<file path="src/rtl/rst_seq_pkg.sv">
// rst_seq_pkg: shared types and defaults for the reset sequencer.
//   rst_seq_state_t     - sequencer state encoding
//   DEF_*_CYCLES        - default stretch / debounce / timeout lengths
//   CUR_STAGE_W         - width of the cur_stage_o stage index
package rst_seq_pkg;

  typedef enum logic [2:0] {
    ST_HOLD,
    ST_RELEASE,
    ST_WAIT_ACK,
    ST_DONE,
    ST_ERROR
  } rst_seq_state_t;

  localparam int DEF_STRETCH_CYCLES  = 16;
  localparam int DEF_DEBOUNCE_CYCLES = 4;
  localparam int DEF_TIMEOUT_CYCLES  = 256;
  localparam int CUR_STAGE_W         = 4;

endpackage

</file>
<file path="src/rtl/rst_debounce.sv">
// rst_debounce: two-flop synchronizer followed by a consecutive-high counter.
// level goes high once DEBOUNCE_CYCLES consecutive synchronized high samples
// have been seen and stays high until the first synchronized low sample.
//   sys_clock_0 - clock
//   reset_0     - synchronous active-high reset (clears sync flops and count)
//   async_in    - asynchronous raw request
//   level       - qualified request level
module rst_debounce
  import rst_seq_pkg::*;
#(
  parameter int DEBOUNCE_CYCLES = DEF_DEBOUNCE_CYCLES
) (
  input  logic sys_clock_0,
  input  logic reset_0,
  input  logic async_in,
  output logic level
);

  logic       sync_q1;
  logic       sync_q2;
  logic [7:0] high_cnt;

  always_ff @(posedge sys_clock_0) begin
    if (reset_0) begin
      sync_q1  <= 1'b0;
      sync_q2  <= 1'b0;
      high_cnt <= '0;
    end else begin
      sync_q1 <= async_in;
      sync_q2 <= sync_q1;
      if (!sync_q2)
        high_cnt <= '0;
      else if (high_cnt != 8'(DEBOUNCE_CYCLES))
        high_cnt <= high_cnt + 8'd1;   // saturate at the qualify threshold
    end
  end

  assign level = (high_cnt == 8'(DEBOUNCE_CYCLES));

endmodule

</file>
<file path="src/rtl/reset_sequencer.sv">
// reset_sequencer: releases NUM_STAGES reset outputs one at a time, each
// waiting for its stage acknowledge before the next is released.
// Optional feature macro: RST_SEQ_TIMEOUT_EN enables the per-stage
// acknowledge timeout and the ERROR state; otherwise seq_error_o is 0.
//   sys_clock_0  - clock
//   reset_0      - synchronous active-high master reset
//   ext_rst_req  - asynchronous reset button request (debounced internally)
//   stage_ack_i  - per-stage ready acknowledges
//   stage_rst_o  - per-stage active-high resets
//   seq_done_o   - all stages released and acknowledged
//   seq_error_o  - acknowledge timeout occurred
//   cur_stage_o  - stage being released; NUM_STAGES when done
//
// state    | meaning
// ---------+-----------------------------------------------------------
// HOLD     | all stages in reset, stretch counter running
// RELEASE  | drop reset of stage cur_stage_o on this edge
// WAIT_ACK | wait for stage_ack_i[cur_stage_o] (optionally with timeout)
// DONE     | all stages out of reset, seq_done_o high
// ERROR    | ack timeout; all stages back in reset, seq_error_o high
module reset_sequencer
  import rst_seq_pkg::*;
#(
  parameter int NUM_STAGES      = 3,
  parameter int STRETCH_CYCLES  = DEF_STRETCH_CYCLES,
  parameter int DEBOUNCE_CYCLES = DEF_DEBOUNCE_CYCLES,
  parameter int TIMEOUT_CYCLES  = DEF_TIMEOUT_CYCLES
) (
  input  logic                   sys_clock_0,
  input  logic                   reset_0,
  input  logic                   ext_rst_req,
  input  logic [NUM_STAGES-1:0]  stage_ack_i,
  output logic [NUM_STAGES-1:0]  stage_rst_o,
  output logic                   seq_done_o,
  output logic                   seq_error_o,
  output logic [CUR_STAGE_W-1:0] cur_stage_o
);

  rst_seq_state_t        state;
  logic [15:0]           stretch_cnt;
  logic                  req_db;
  logic [NUM_STAGES-1:0] cur_mask;
  logic                  ack_cur;
  logic                  last_stage;

  rst_debounce #(
    .DEBOUNCE_CYCLES(DEBOUNCE_CYCLES)
  ) u_debounce (
    .sys_clock_0(sys_clock_0),
    .reset_0    (reset_0),
    .async_in   (ext_rst_req),
    .level      (req_db)
  );

  // One-hot select of the current stage; avoids indexing with a 4-bit
  // index into a possibly narrower vector.
  always_comb begin
    cur_mask = '0;
    for (int i = 0; i < NUM_STAGES; i++)
      if (cur_stage_o == CUR_STAGE_W'(i))
        cur_mask[i] = 1'b1;
  end

  assign ack_cur    = |(stage_ack_i & cur_mask);
  assign last_stage = (cur_stage_o == CUR_STAGE_W'(NUM_STAGES - 1));

`ifdef RST_SEQ_TIMEOUT_EN
  logic [15:0] to_cnt;
`else
  assign seq_error_o = 1'b0;
`endif

  always_ff @(posedge sys_clock_0) begin
    // reset_0 and a debounced request have the same effect, and both
    // override any acknowledge arriving on the same edge.
    if (reset_0 || req_db) begin
      state       <= ST_HOLD;
      stage_rst_o <= '1;
      seq_done_o  <= 1'b0;
      cur_stage_o <= '0;
      stretch_cnt <= '0;
`ifdef RST_SEQ_TIMEOUT_EN
      to_cnt      <= '0;
      seq_error_o <= 1'b0;
`endif
    end else begin
      case (state)
        ST_HOLD: begin
          stage_rst_o <= '1;
          if (stretch_cnt == 16'(STRETCH_CYCLES)) begin
            state       <= ST_RELEASE;
            cur_stage_o <= '0;
            stretch_cnt <= '0;
          end else begin
            stretch_cnt <= stretch_cnt + 16'd1;
          end
        end
        ST_RELEASE: begin
          stage_rst_o <= stage_rst_o & ~cur_mask;
          state       <= ST_WAIT_ACK;
`ifdef RST_SEQ_TIMEOUT_EN
          to_cnt      <= '0;
`endif
        end
        ST_WAIT_ACK: begin
          if (ack_cur) begin
            cur_stage_o <= cur_stage_o + CUR_STAGE_W'(1);
            state       <= last_stage ? ST_DONE : ST_RELEASE;
          end
`ifdef RST_SEQ_TIMEOUT_EN
          else if (to_cnt == 16'(TIMEOUT_CYCLES - 1)) begin
            state       <= ST_ERROR;
            stage_rst_o <= '1;
            seq_error_o <= 1'b1;
          end else begin
            to_cnt <= to_cnt + 16'd1;
          end
`endif
        end
        ST_DONE: begin
          seq_done_o  <= 1'b1;
          stage_rst_o <= '0;
        end
`ifdef RST_SEQ_TIMEOUT_EN
        ST_ERROR: begin
          seq_error_o <= 1'b1;
          stage_rst_o <= '1;
        end
`endif
        default: begin
          state       <= ST_HOLD;
          stage_rst_o <= '1;
        end
      endcase
    end
  end

endmodule

</file>
<file path="config.mk">
export PLATFORM = sky130hd
export DESIGN_NAME = reset_sequencer
export DESIGN_NICKNAME = d
export VERILOG_FILES = /design/src/rtl/rst_seq_pkg.sv /design/src/rtl/rst_debounce.sv /design/src/rtl/reset_sequencer.sv
export SDC_FILE = /design/constraint.sdc
export NUM_CORES = 1
export LEC_CHECK = 0
export CAP_MARGIN = 20
export CELL_PAD_IN_SITES_DETAIL_PLACEMENT = 0
export CELL_PAD_IN_SITES_GLOBAL_PLACEMENT = 1
export CORE_ASPECT_RATIO = 2
export CORE_MARGIN = 4
export CORE_UTILIZATION = 30
export CTS_BUF_LIST = sky130_fd_sc_hd__clkbuf_16
export CTS_CLUSTER_DIAMETER = 100
export DETAILED_ROUTE_END_ITERATION = 12
export PLACE_DENSITY = 0.63
export SLEW_MARGIN = 30
export SYNTH_ARGS = -nofsm -noshare
export SYNTH_HDL_FRONTEND = slang
export SYNTH_SLANG_ARGS = --single-unit
</file>
<file path="constraint.sdc">
create_clock -name sys_clock_0 -period 3.3 [get_ports sys_clock_0]
set_input_delay 0.825 -clock sys_clock_0 [delete_from_list [all_inputs] [get_ports sys_clock_0]]
set_output_delay 0.825 -clock sys_clock_0 [all_outputs]
set_load 0.01 [all_outputs]
</file>
Word-level counts from Yosys, hierarchy flattened
Index checks and enable logic that the tools add are counted.
Storage, ports and cells
  flip-flop bits (word level): 37
  input bits: 6
  output and inout bits: 9
  word-level logic and storage cells: 46
Cells by class
  add/subtract/negate cells: 3
  eq/ne operators: 10
  multiplexer cells: 12
  bitwise gates (word level): 5
  reduce and logical (&&, ||, !) cells: 8
Operators by type and width (number)
  $add 16x1->16 const B: 1
  $eq 16x5->1 const B: 1
  $mux 16: 1
  $pmux 3 s4: 1
  $pmux 3 s3: 1
  $add 8x1->8 const B: 1
  $eq 8x3->1 const B: 1
  $mux 4: 2
  $ne 8x3->1 const B: 1
  $pmux 4 s2: 1
  $and 3x3->3: 2
  $eq 3x2->1 const B: 2
  $mux 3: 2
  $reduce_and 3->1: 2
  $add 4x1->4 const B: 1
  $eq 4x1->1 const B: 1
  $eq 4x2->1 const B: 1
  $logic_not 4->1: 1
  $ne 2x2->1 const B: 2
  $eq 3x1->1 const B: 1
  $logic_not 3->1: 1
  $mux 1: 3
  $not 3->3: 1
  $reduce_or 3->1: 1
  other kinds (5): 6

Logic depth before layout (Yosys ltp)
  depth after elaboration: 6
  depth in mapped cells: 7
  gate-level depth less buffers: 6

Hierarchy
Synthesis repeated with hierarchy kept, for this count alone.
Unflattened totals
  cells, all modules: 205
  area total of the unflattened synthesis: 1880.6 um^2
Modules (own cells, without submodules)
  reset_sequencer: times used 1, cells each 154, area an instance 1427.6 um^2
  rst_debounce: times used 1, cells each 51, area an instance 452.9 um^2

Worst setup path before layout
Ideal clock, no wire load.
  path type: input to register
  from: in stage_ack_i[0]
  to: reg cur_stage_o[2]
  library setup time: 0.115 ns
  data arrival time: 1.759 ns
  slack: 1.426 ns
  cell stages on the path: 4
  path through: a222oi_1 > nor3_1 > and2_1 > o21ba_2
On the way
  word-level cells in the longest chain between the ends: 4
Ends and longest elaborated chain
  start: declaration: RTL line reset_sequencer.sv:32  | input logic [NUM_STAGES-1:0] stage_ack_i,
  $and 3x3->3: RTL line reset_sequencer.sv:64  | assign ack_cur = |(stage_ack_i & cur_mask);
  $reduce_or 3->1: RTL line reset_sequencer.sv:64
  $ne 2x2->1 (no source line)
  $reduce_and 3->1 (no source line)
  end signal: assignment: RTL line reset_sequencer.sv:107  | cur_stage_o <= cur_stage_o + CUR_STAGE_W'(1);
  end: declaration: RTL line reset_sequencer.sv:36  | output logic [CUR_STAGE_W-1:0] cur_stage_o
Every way passes these cells.
A chain may end at the register's enable or synchronous reset.

Worst setup path after layout
  from: in reset_0
  to: reg cur_stage_o[2]
On the way
  word-level cells in the longest chain between the ends: 1
Ends and longest elaborated chain
  start: declaration: RTL line reset_sequencer.sv:30  | input logic reset_0,
  $logic_or 1x1->1: RTL line reset_sequencer.sv:76  | if (reset_0 || req_db) begin
Every way passes these cells.

==> reports/results.tsv <==
metric	value	unit
clock latency on the worst-skew pair	280	ps
CP max stage delay	530	ps
H-tree Lvls	2	
ys async rst share	0	%
WL final	3660	µm
clock root buffer	clkbuf_16	
share of cells above drive strength 1	6.67	%
endpoints failing hold	0	
post_cts resized	0	
Net Count, Synth	209	
Distinct cells, synth	40	
Ant. Diodes	0	
hold path depth	1	
largest net degree at the start of global routing	20	
Setup crit end	cur_stage_o[2]$_SDFFE_PP0P_	
Pint	728	µW
I/O pin count	15	
Final ANT Viol Nets	0	
Tmin final	2220	ps
clock skew	5.16	ps
Worst Setup End Kind	flop	
sequential share of power	48.1	%
Mapped Area	0.00172	mm²
Setup Buffers After CTS	0	
dpl ws	789	ps
vias in the first global route	1382	
Synth Flop Type	dfxtp_1	
Die H	115	µm
Core Util, Final	37.0	%
GRT overflow	0	
slowest CP cell	a31oi_1	
DR iter-0 viols	27	
clk slew on worst S/H paths	50	ps
Post-route DRC	0	
Max Slew Vio Count	0	
Mean Syn Cell Area	8.84	µm²
# setup viols final	0	
num rows	38	
TritonCTS Buffers	5	
PD cells	453	mW/mm²
crit-path cells	clkdlybuf4s50_1, a31oi_1, o31ai_4, o21ba_2	
clk buf depth	2	
GRT Total Usage	11.8	%
EDFF count, synth	0	
CTS Sinks	36	
Seq cells post-synth	36	
First-pass DRT Iterations	4	
max-cap viol count	0	
Die ar.	0.00710	mm²
detailed-route via count	1372	
hold-fix buffers at CTS	0	
worst slew pin tran	660	ps
outcome	finished clean	
Total Power Consumption	924	µW
kind of critical path	primary input to flop	
Area growth, synth to finish	18.2	%
Worst R2R Start	u_debounce.high_cnt[0]$_SDFFE_PP0P_	
Critical Path Stages	4	
Synth warnings	0	
RSZ-0062 raised after global routing	false	
Final HPWL DP	2770	µm
routed vias/inst	5.08	
number of cells produced by synthesis	195	
Switching Power	196	µW
Die Width	61.6	µm
Worst Path Max Fanout	14	
final critical-path share of the clock period	67.1	%
PortBufs	13	
Worst Setup Slack, final	1080	ps
WHS	434	ps
Hold Path Class	flop to flop	
gp weighted congestion	0.717	
clock power share	48.6	%
switch share	21.2	%
initial core utilization	31.3	%
TritonCTS clock tree	done	
wire per inst	13.5	µm
initial antenna violation count	0	
Final TNS setup	0	ps
family with the most delay on the worst path	compound AO/OA/AOI/OAI gates	
Max Fclk	451	MHz
Seq/Total Area, Yosys	41.8	%
CP arrival	2440	ps
R2R cell count	6	
Rel. slew slack	55.8	%
first-pass GRT wire length	6220	µm
R2R Setup Slk	1190	ps
combinational group share of total power	3.3	%
Bufs and invs on worst path	1	
r2r endpoint	cur_stage_o[2]$_SDFFE_PP0P_	
Startpoint Class	primary input	
CP Data Required Time	3530	ps
critical path launch point	reset_0	
# nets final	223	
maximum vdd ir drop	0.365	mV
Lkg Pwr	0.764	nW
Core Area	0.00552	mm²
[kinds of logic after synthesis]
logic type | synth area share [%]
other | 0.217
multiplexers | 1.16
adder cells (fa/ha/maj) | 5.81
buffers and inverters | 4.86
AND/OR/NAND/NOR | 25.7
flip-flops | 41.8
AO/OA/AOI/OAI | 12.3
XOR/XNOR | 8.13
[stage by stage]
| stage | instances | area, µm² |
|---|---|---|
| 4_1_cts | 270 | 2040 |
| 5_1_grt | 270 | 2040 |
| 2_1_floorplan | 195 | 1720 |
| 3_5_place_dp | 262 | 1900 |
| 6_report | 270 | 2040 |
| 3_3_place_gp | 262 | 1890 |
[registers in the layout, indices dropped and copies added (netlist names)]
signal / flops
cur_stage_o: 4
stretch_cnt: 16
state: 2
u_debounce.sync_q1: 1
stage_rst_o: 3
u_debounce.high_cnt: 8
u_debounce.sync_q2: 1
seq_done_o: 1
[synthesized netlist by cell type, drive strengths merged (2+ instances only)]
cell type	n	share of area, %
dfxtp	36	42
nor2	23	5.0
xor2	14	7.1
nand3	13	3.8
a21oi	12	3.5
inv	10	2.2
nand2	9	2.0
ha	8	5.8
o21ai	7	2.0
nand4	6	2.2
and3	5	1.8
or3	5	1.8
buf	4	2.0
a21boi	3	1.3
clkbuf	3	0.65
nand2b	3	1.1
nor4b	3	1.5
o221ai	3	1.5
and2	2	0.73
and4	2	1.0
and4bb	2	1.5
mux2i	2	1.2
nor2b	2	0.73
nor3	2	0.58
nor4	2	0.73
o31ai	2	1.2
xnor2	2	1.0
[worst register-to-register path, delay by kind of cell (launching register included)]
kind / cells / cell delay [ps]
adders and majority gates: 1 / 190
DFF: 1 / 450
AOI/OAI and AO/OA: 3 / 1190
and+or+nand+nor: 1 / 160
buffers and inverters: 1 / 70
[power by group through the flow]
| stage | registers [mW] | clock network, mW | logic (mW) |
|---|---|---|---|
| 6_report | 0.444 | 0.449 | 0.0305 |
| 5_1_grt | 0.445 | 0.478 | 0.0349 |
| 4_1_cts | 0.444 | 0.461 | 0.0312 |
| 3_5_place_dp | 0.454 | 0 | 0.0312 |
| 3_3_place_gp | 0.454 | 0 | 0.0306 |
| 2_1_floorplan | 0.452 | 0 | 0.0209 |
[area by class of cell]
type | count | area [µm²]
Tap cell | 60 | 75.1
Timing Repair Buffer | 14 | 138
Fill cell | 590 | 3480
Sequential cell | 36 | 721
Multi-Input combinational cell | 142 | 928
Clock inverter | 3 | 13.8
Inverter | 10 | 37.5
Clock buffer | 5 | 125
[placed cells by master (no fill, tap or decap), drive strengths merged, types with 3 or more instances in the layout]
cell / count
nand2b: 3
nand2: 9
and3: 5
o221ai: 3
ha: 8
a21boi: 3
clkdlybuf4s50: 13
nor2: 23
xor2: 14
clkinv: 3
or3: 5
dfxtp: 36
a21oi: 12
clkbuf: 5
inv: 10
nand4: 6
nor4b: 3
o21ai: 7
nand3: 13
[worst min path at each step]
stage | from | to | slack, ps
after floorplan | u_debounce.sync_q1$_SDFF_PP0_ | u_debounce.sync_q2$_SDFF_PP0_ | 410
after global placement | u_debounce.sync_q1$_SDFF_PP0_ | u_debounce.sync_q2$_SDFF_PP0_ | 430
after detailed placement | u_debounce.sync_q1$_SDFF_PP0_ | u_debounce.sync_q2$_SDFF_PP0_ | 420
after CTS | u_debounce.sync_q1$_SDFF_PP0_ | u_debounce.sync_q2$_SDFF_PP0_ | 440
after global routing | u_debounce.sync_q1$_SDFF_PP0_ | u_debounce.sync_q2$_SDFF_PP0_ | 460
final | u_debounce.sync_q1$_SDFF_PP0_ | u_debounce.sync_q2$_SDFF_PP0_ | 430
[per-layer routing]
layer	wire length, µm	global-route usage [%]	part of all wire, %
met1	1380	11.1	38
met2	2100	22.0	57
met3	84	3.15	2.3
met4	85	5.52	2.3
met5	0	0	0
Note: power is estimated with default switching activity, not from simulation.
